### src/rtl/chan_reg_bank.sv
// Register front-end for the motor channels: SPI strobe sync, address decode, read mux and
// per-channel coherent tach snapshot. Optional FRZ timeout: CHAN_REG_BANK_FREEZE_TIMEOUT_EN.
module chan_reg_bank #(
  parameter int unsigned NCHAN      = 3,
  parameter int unsigned CNTW       = 16,
  parameter int unsigned SYNCSTAGES = 2
) (
  input  logic                  clk_i,
  input  logic                  rst_ni,
  input  logic                  wrt_i,
  input  logic                  rdt_i,
  input  logic [5:0]            addr_i,
  input  logic [NCHAN*CNTW-1:0] cnt_i,
  input  logic [NCHAN*8-1:0]    cfgrdata_i,
  input  logic [7:0]            controlrdata_i,
  input  logic [7:0]            hwconfig_i,
  output logic [7:0]            rddata_o,
  output logic [NCHAN-1:0]      freeze_o,
  output logic [NCHAN-1:0]      pwmld_o,
  output logic [NCHAN-1:0]      cfgld_o,
  output logic                  ctrlld_o,
  output logic                  wdogdivld_o,
  output logic                  wdreset_o,
  output logic [NCHAN-1:0]      snaperr_o
);

  typedef enum logic [1:0] {StIdle, StFrz, StCap, StRel} snap_state_e;

  logic [SYNCSTAGES-1:0] wrt_sync_q, rdt_sync_q;
  logic                  wrt_hist_q, rdt_hist_q;
  logic                  wrt_s, rdt_s, we, rd_rise, rd_fall;

  logic [2:0] ch, off;
  logic       chan_hit;

  logic [7:0]       rddata_d, rddata_q;
  logic [NCHAN-1:0] pwmld_d, pwmld_q, cfgld_d, cfgld_q;
  logic             ctrlld_d, ctrlld_q, wdogdivld_d, wdogdivld_q;

  snap_state_e state_q [NCHAN];
  snap_state_e state_d [NCHAN];
  logic [23:0] shadow_q [NCHAN];
  logic [23:0] shadow_d [NCHAN];
  logic [23:0] upper;
  logic        timeout;

`ifdef CHAN_REG_BANK_FREEZE_TIMEOUT_EN
  logic [7:0]       dwell_q [NCHAN];
  logic [7:0]       dwell_d [NCHAN];
  logic [NCHAN-1:0] snaperr_q, snaperr_d;
`endif

  assign wrt_s   = wrt_sync_q[SYNCSTAGES-1];
  assign rdt_s   = rdt_sync_q[SYNCSTAGES-1];
  assign we      = wrt_hist_q & ~wrt_s;
  assign rd_rise = rdt_s & ~rdt_hist_q;
  assign rd_fall = rdt_hist_q & ~rdt_s;

  assign ch       = addr_i[5:3];
  assign off      = addr_i[2:0];
  assign chan_hit = (32'(ch) < NCHAN);

  // Write strobes and read data are registered from the decode of addr_i.
  always_comb begin
    pwmld_d     = '0;
    cfgld_d     = '0;
    ctrlld_d    = 1'b0;
    wdogdivld_d = 1'b0;
    rddata_d    = '0;
    for (int c = 0; c < NCHAN; c++) begin
      if (chan_hit && ch == 3'(c)) begin
        if (we && off == 3'd0) pwmld_d[c] = 1'b1;
        if (we && off == 3'd4) cfgld_d[c] = 1'b1;
        case (off)
          3'd0:    rddata_d = cnt_i[c*CNTW +: 8];
          3'd1:    rddata_d = shadow_q[c][7:0];
          3'd2:    rddata_d = shadow_q[c][15:8];
          3'd3:    rddata_d = shadow_q[c][23:16];
          3'd4:    rddata_d = cfgrdata_i[c*8 +: 8];
          default: rddata_d = '0;
        endcase
      end
    end
    if (addr_i == 6'h3D) rddata_d = hwconfig_i;
    if (addr_i == 6'h3F) rddata_d = controlrdata_i;
    if (we && addr_i == 6'h3E) wdogdivld_d = 1'b1;
    if (we && addr_i == 6'h3F) ctrlld_d = 1'b1;
  end

  always_comb begin
    upper   = '0;
    timeout = 1'b0;
`ifdef CHAN_REG_BANK_FREEZE_TIMEOUT_EN
    snaperr_d = snaperr_q;
`endif
    for (int c = 0; c < NCHAN; c++) begin
      state_d[c]  = state_q[c];
      shadow_d[c] = shadow_q[c];
      upper       = '0;
      upper[CNTW-9:0] = cnt_i[c*CNTW+8 +: CNTW-8];
      timeout     = 1'b0;
`ifdef CHAN_REG_BANK_FREEZE_TIMEOUT_EN
      dwell_d[c] = (state_q[c] == StFrz) ? dwell_q[c] + 8'd1 : 8'd0;
      timeout    = (state_q[c] == StFrz) && (dwell_q[c] == 8'hFF) && !rd_fall;
      if (cfgld_q[c]) snaperr_d[c] = 1'b0;
      if (timeout)    snaperr_d[c] = 1'b1;
`endif
      case (state_q[c])
        StIdle: if (rd_rise && addr_i == 6'(c*8)) state_d[c] = StFrz;
        StFrz: begin
          if (rd_fall)      state_d[c] = StCap;
          else if (timeout) state_d[c] = StRel;
        end
        StCap: begin
          shadow_d[c] = upper;
          state_d[c]  = StRel;
        end
        default: state_d[c] = StIdle;
      endcase
    end
  end

  always_ff @(posedge clk_i or negedge rst_ni) begin
    if (!rst_ni) begin
      wrt_sync_q  <= '0;
      rdt_sync_q  <= '0;
      wrt_hist_q  <= 1'b0;
      rdt_hist_q  <= 1'b0;
      rddata_q    <= '0;
      pwmld_q     <= '0;
      cfgld_q     <= '0;
      ctrlld_q    <= 1'b0;
      wdogdivld_q <= 1'b0;
      for (int c = 0; c < NCHAN; c++) begin
        state_q[c]  <= StIdle;
        shadow_q[c] <= '0;
`ifdef CHAN_REG_BANK_FREEZE_TIMEOUT_EN
        dwell_q[c]  <= '0;
`endif
      end
`ifdef CHAN_REG_BANK_FREEZE_TIMEOUT_EN
      snaperr_q <= '0;
`endif
    end else begin
      wrt_sync_q  <= {wrt_sync_q[SYNCSTAGES-2:0], wrt_i};
      rdt_sync_q  <= {rdt_sync_q[SYNCSTAGES-2:0], rdt_i};
      wrt_hist_q  <= wrt_s;
      rdt_hist_q  <= rdt_s;
      rddata_q    <= rddata_d;
      pwmld_q     <= pwmld_d;
      cfgld_q     <= cfgld_d;
      ctrlld_q    <= ctrlld_d;
      wdogdivld_q <= wdogdivld_d;
      for (int c = 0; c < NCHAN; c++) begin
        state_q[c]  <= state_d[c];
        shadow_q[c] <= shadow_d[c];
`ifdef CHAN_REG_BANK_FREEZE_TIMEOUT_EN
        dwell_q[c]  <= dwell_d[c];
`endif
      end
`ifdef CHAN_REG_BANK_FREEZE_TIMEOUT_EN
      snaperr_q <= snaperr_d;
`endif
    end
  end

  always_comb begin
    freeze_o = '0;
    for (int c = 0; c < NCHAN; c++) freeze_o[c] = (state_q[c] != StIdle);
  end

`ifdef CHAN_REG_BANK_FREEZE_TIMEOUT_EN
  assign snaperr_o = snaperr_q;
`else
  assign snaperr_o = '0;
`endif

  assign rddata_o    = rddata_q;
  assign pwmld_o     = pwmld_q;
  assign cfgld_o     = cfgld_q;
  assign ctrlld_o    = ctrlld_q;
  assign wdogdivld_o = wdogdivld_q;
  assign wdreset_o   = rd_fall && (addr_i == 6'h3F);

endmodule
### config.mk
export PLATFORM = sky130hd
export DESIGN_NAME = chan_reg_bank
export DESIGN_NICKNAME = d
export VERILOG_FILES = /design/src/rtl/chan_reg_bank.sv
export SDC_FILE = /design/constraint.sdc
export NUM_CORES = 1
export LEC_CHECK = 0
export CELL_PAD_IN_SITES_DETAIL_PLACEMENT = 1
export CELL_PAD_IN_SITES_GLOBAL_PLACEMENT = 2
export CORE_ASPECT_RATIO = 1.75
export CORE_MARGIN = 2
export CORE_UTILIZATION = 27
export CTS_CLUSTER_SIZE = 12
export DETAILED_ROUTE_END_ITERATION = 6
export PLACE_DENSITY_LB_ADDON = 0.12
export REMOVE_ABC_BUFFERS = 1
export SLEW_MARGIN = 20
export SYNTH_ARGS = -nofsm -noshare
export SYNTH_HDL_FRONTEND = slang
export SYNTH_SLANG_ARGS = --single-unit
### constraint.sdc
create_clock -name clk_i -period 2.2 [get_ports clk_i]
set_input_delay 0.44 -clock clk_i [delete_from_list [all_inputs] [get_ports clk_i]]
set_output_delay 0.44 -clock clk_i [all_outputs]
set_load 0.02 [all_outputs]
==> summary.md <==
| Metric | Value |
|---|---|
| Status | `finished clean` |
| Final nets | `513` |
| Mapped cell area | `0.00290 sq mm` |
| Worst-Margin Slew | `576 ps` |
| TritonCTS clock tree | `done` |
| Synth cell types | `43` |
| Ports | `121` |
| Sequential fraction of the synthesis area | `0.449` |
| Pin count of the biggest net entering global routing | `31` |
| Max-cap violations | `0` |
| Commonest cells in the netlist | `52 x dfrtp_1, 25 x mux2_2, 20 x nor2_1, 16 x nand2_1, 14 x mux2i_1` |
| Number of routed nets with antenna violations | `0` |
| Post-synth EDFFs | `0` |
| Grt ovf | `0` |
| Worst endpoint required time | `1760 ps` |
| Number of port buffers | `117` |
| CTS Sinks | `52` |
| Most frequent cell after synthesis | `dfrtp_1` |
| Cells after Synth | `275` |
| Fillers | `1209` |
| Detailed-placement wirelength estimate | `7940 um` |
| Post-layout min period | `2100 ps` |
| Max Buffers Root-to-Sink | `2` |
| Total Power | `0.00367 W` |
| Synth top area share | `0.449` |
| Max Fanout on Critical Path | `3` |
| DR WL/cell | `18.2 um` |
| Critical path class | `flip-flop to output port` |
| Post-Syn Area per Cell | `10.5 sq um` |
| Most used flip-flop cell after synthesis | `dfrtp_1` |
| Setup Skew | `4.19 ps` |
| Inserted Clock Buffers | `5` |
| P_leak | `1.86 nW` |
| Reg clk slew, reported paths | `70 ps` |
| Hold_buf cts | `0` |
| DRC Markers | `0` |
| Worst-Skew Late Latency | `300 ps` |
| Crit path capture type | `output port` |
| Die footprint | `0.0116 sq mm` |
| Synth area leaders | `dfrtp_1 45%, mux2_2 9.7%, mux2i_1 4.8%, ha_1 3.9%, nor2_1 2.6%` |
| Cell row count | `50` |
| Total core area | `0.0106 sq mm` |
| Total GRT Usage | `0.177` |
| First-pass GRT wire length | `15400 um` |
| Yosys Warn Count | `0` |
| Max-slew violations | `0` |
| Setup violations, final | `0` |
| Chip height | `141 um` |
| Dominant cell type by area after synthesis | `dfrtp_1` |
| Vias per cell | `4.84` |
| Synthesis-to-finish area growth | `54.2%` |
| PwrDens | `821 mW/mm^2` |
| RSZ-0062 raised after global routing | `no` |
| Relative slew slack | `0.616` |
| Setup crit start kind | `flip-flop` |
| Routability Congestion | `0.772` |
| Post-route setup slack | `95.9 ps` |
| Drt initial violations | `85` |
| Yosys reg bits | `52` |
| Share of post-route cells with drive strength above 1 | `0.165` |
| Min-delay worst type | `input port to asynchronous set/reset pin` |
| FMAX | `0.475 GHz` |
| Place WS | `-403 ps` |
| Critical Path AT | `1660 ps` |
| CTS H-tree lvls | `2` |
| Initial antenna violation count | `0` |
| Root buffer selected by CTS | `clkbuf_16` |
| Routed via count | `2600` |
| Initial Util | `0.274` |
| Peak supply drop | `0.000348 V` |
| Async SR Flop Fraction | `1.00` |
| Fin. Hold Viols | `0` |
| # diodes | `0` |
| Drt total wl | `9770 um` |
| Die X | `82.3 um` |
| Drt first pass iters | `4` |
| Vias in the first global route | `2921` |
| Period utilization | `0.956` |
## routing by layer
layer / wire length (um) / GRT usage / share of wire / vias to the layer above
met1: 3810 / 0.200 / 0.39 / 1258
met2: 5310 / 0.328 / 0.54 / 77
met3: 450 / 0.0243 / 0.046 / 9
li1: - / - / - / 1256
met4: 192 / 0.0553 / 0.020 / 0
met5: 0 / 0 / 0 / -
## worst paths after layout
path	from	to	slack, ps	cells after the start
worst max-delay path	state_q[0]	freeze_o[2]	100	4
max in group asynchronous	rst_ni	rddata_o[6]	1500	2
worst min-delay path	rst_ni	shadow_q[0]	130	1
min in group clk_i	rdt_sync_q[0]	rdt_sync_q[1]	360	0
worst min register to register	rdt_sync_q[0]	rdt_sync_q[1]	360	0
worst max register to register	state_q[4]	shadow_q[51]	680	3
## timing repair
action | 4_1_cts | 5_1_grt
resized for setup | 4 | 3
setup buffers | 0 | 0
endpoints found under the setup margin | 1 | 2
## per-stage QoR
step / hold WS [ps] / instance area [sq um] / util / instances / TNS, ps
floorplan: 144 / 2780 / - / 257 / 0
detailed placement: 341 / 4320 / 0.409 / 529 / -3440
global placement: 336 / 4320 / 0.409 / 529 / -2900
CTS: 152 / 4470 / 0.423 / 537 / 0
finish: 125 / 4470 / 0.423 / 537 / 0
global route: 175 / 4470 / 0.423 / 537 / 0
## sequential cells by signal, summed over array words and instances, names as in the netlist
name,flops
ctrlld_o,1
state_q,6
shadow_q,24
wdogdivld_o,1
wrt_hist_q,1
rddata_o,8
pwmld_o,3
rdt_hist_q,1
rdt_sync_q,2
cfgld_o,3
wrt_sync_q,2
## placed cells by master, fill, tap and decap left out, types with 6 or more instances in the layout
cell and n:
nor2b_1 6, a32oi_1 7, mux2_2 25, clkdlybuf4s50_1 113, nand2_1 16, nor2_1 20
inv_1 13, nor3_1 8, o21ai_0 9, mux2i_1 14, dfrtp_1 52, buf_4 22
ha_1 9
## cell type report
cell class | instances | area (sq um) | area share
multi-input cells | 189 | 1430 | 0.319
inverters | 16 | 60.1 | 0.0134
clock buffers | 5 | 125 | 0.0280
clock inverters | 3 | 23.8 | 0.00532
flip-flops and latches | 52 | 1300 | 0.291
repair buffers | 142 | 1370 | 0.307
well taps | 130 | 163 | 0.0364
## cell families after synthesis
group | Yosys count | share of synthesized area
AND/OR/NAND/NOR | 68 | 0.116
AO/OA/AOI/OAI | 66 | 0.170
flip-flops | 52 | 0.449
multiplexers | 43 | 0.161
buffers and inverters | 36 | 0.0634
adder cells (fa/ha/maj) | 9 | 0.0388
other | 1 | 0.00129
## critical path, cell delays in order (launching register included)
cell and delay [ps]:
dfrtp_1 400, inv_1 80, ha_1 210, inv_1 90
clkdlybuf4s50_1 600
## power breakdown
| part | switching, W | internal (W) | leakage, nW |
|---|---|---|---|
| logic | 0.000631 | 0.000800 | 1.15 |
| clock network | 0.000387 | 0.000425 | 0.0660 |
| registers | 0.000167 | 0.00126 | 0.645 |
(Power assumes the default switching activity.)
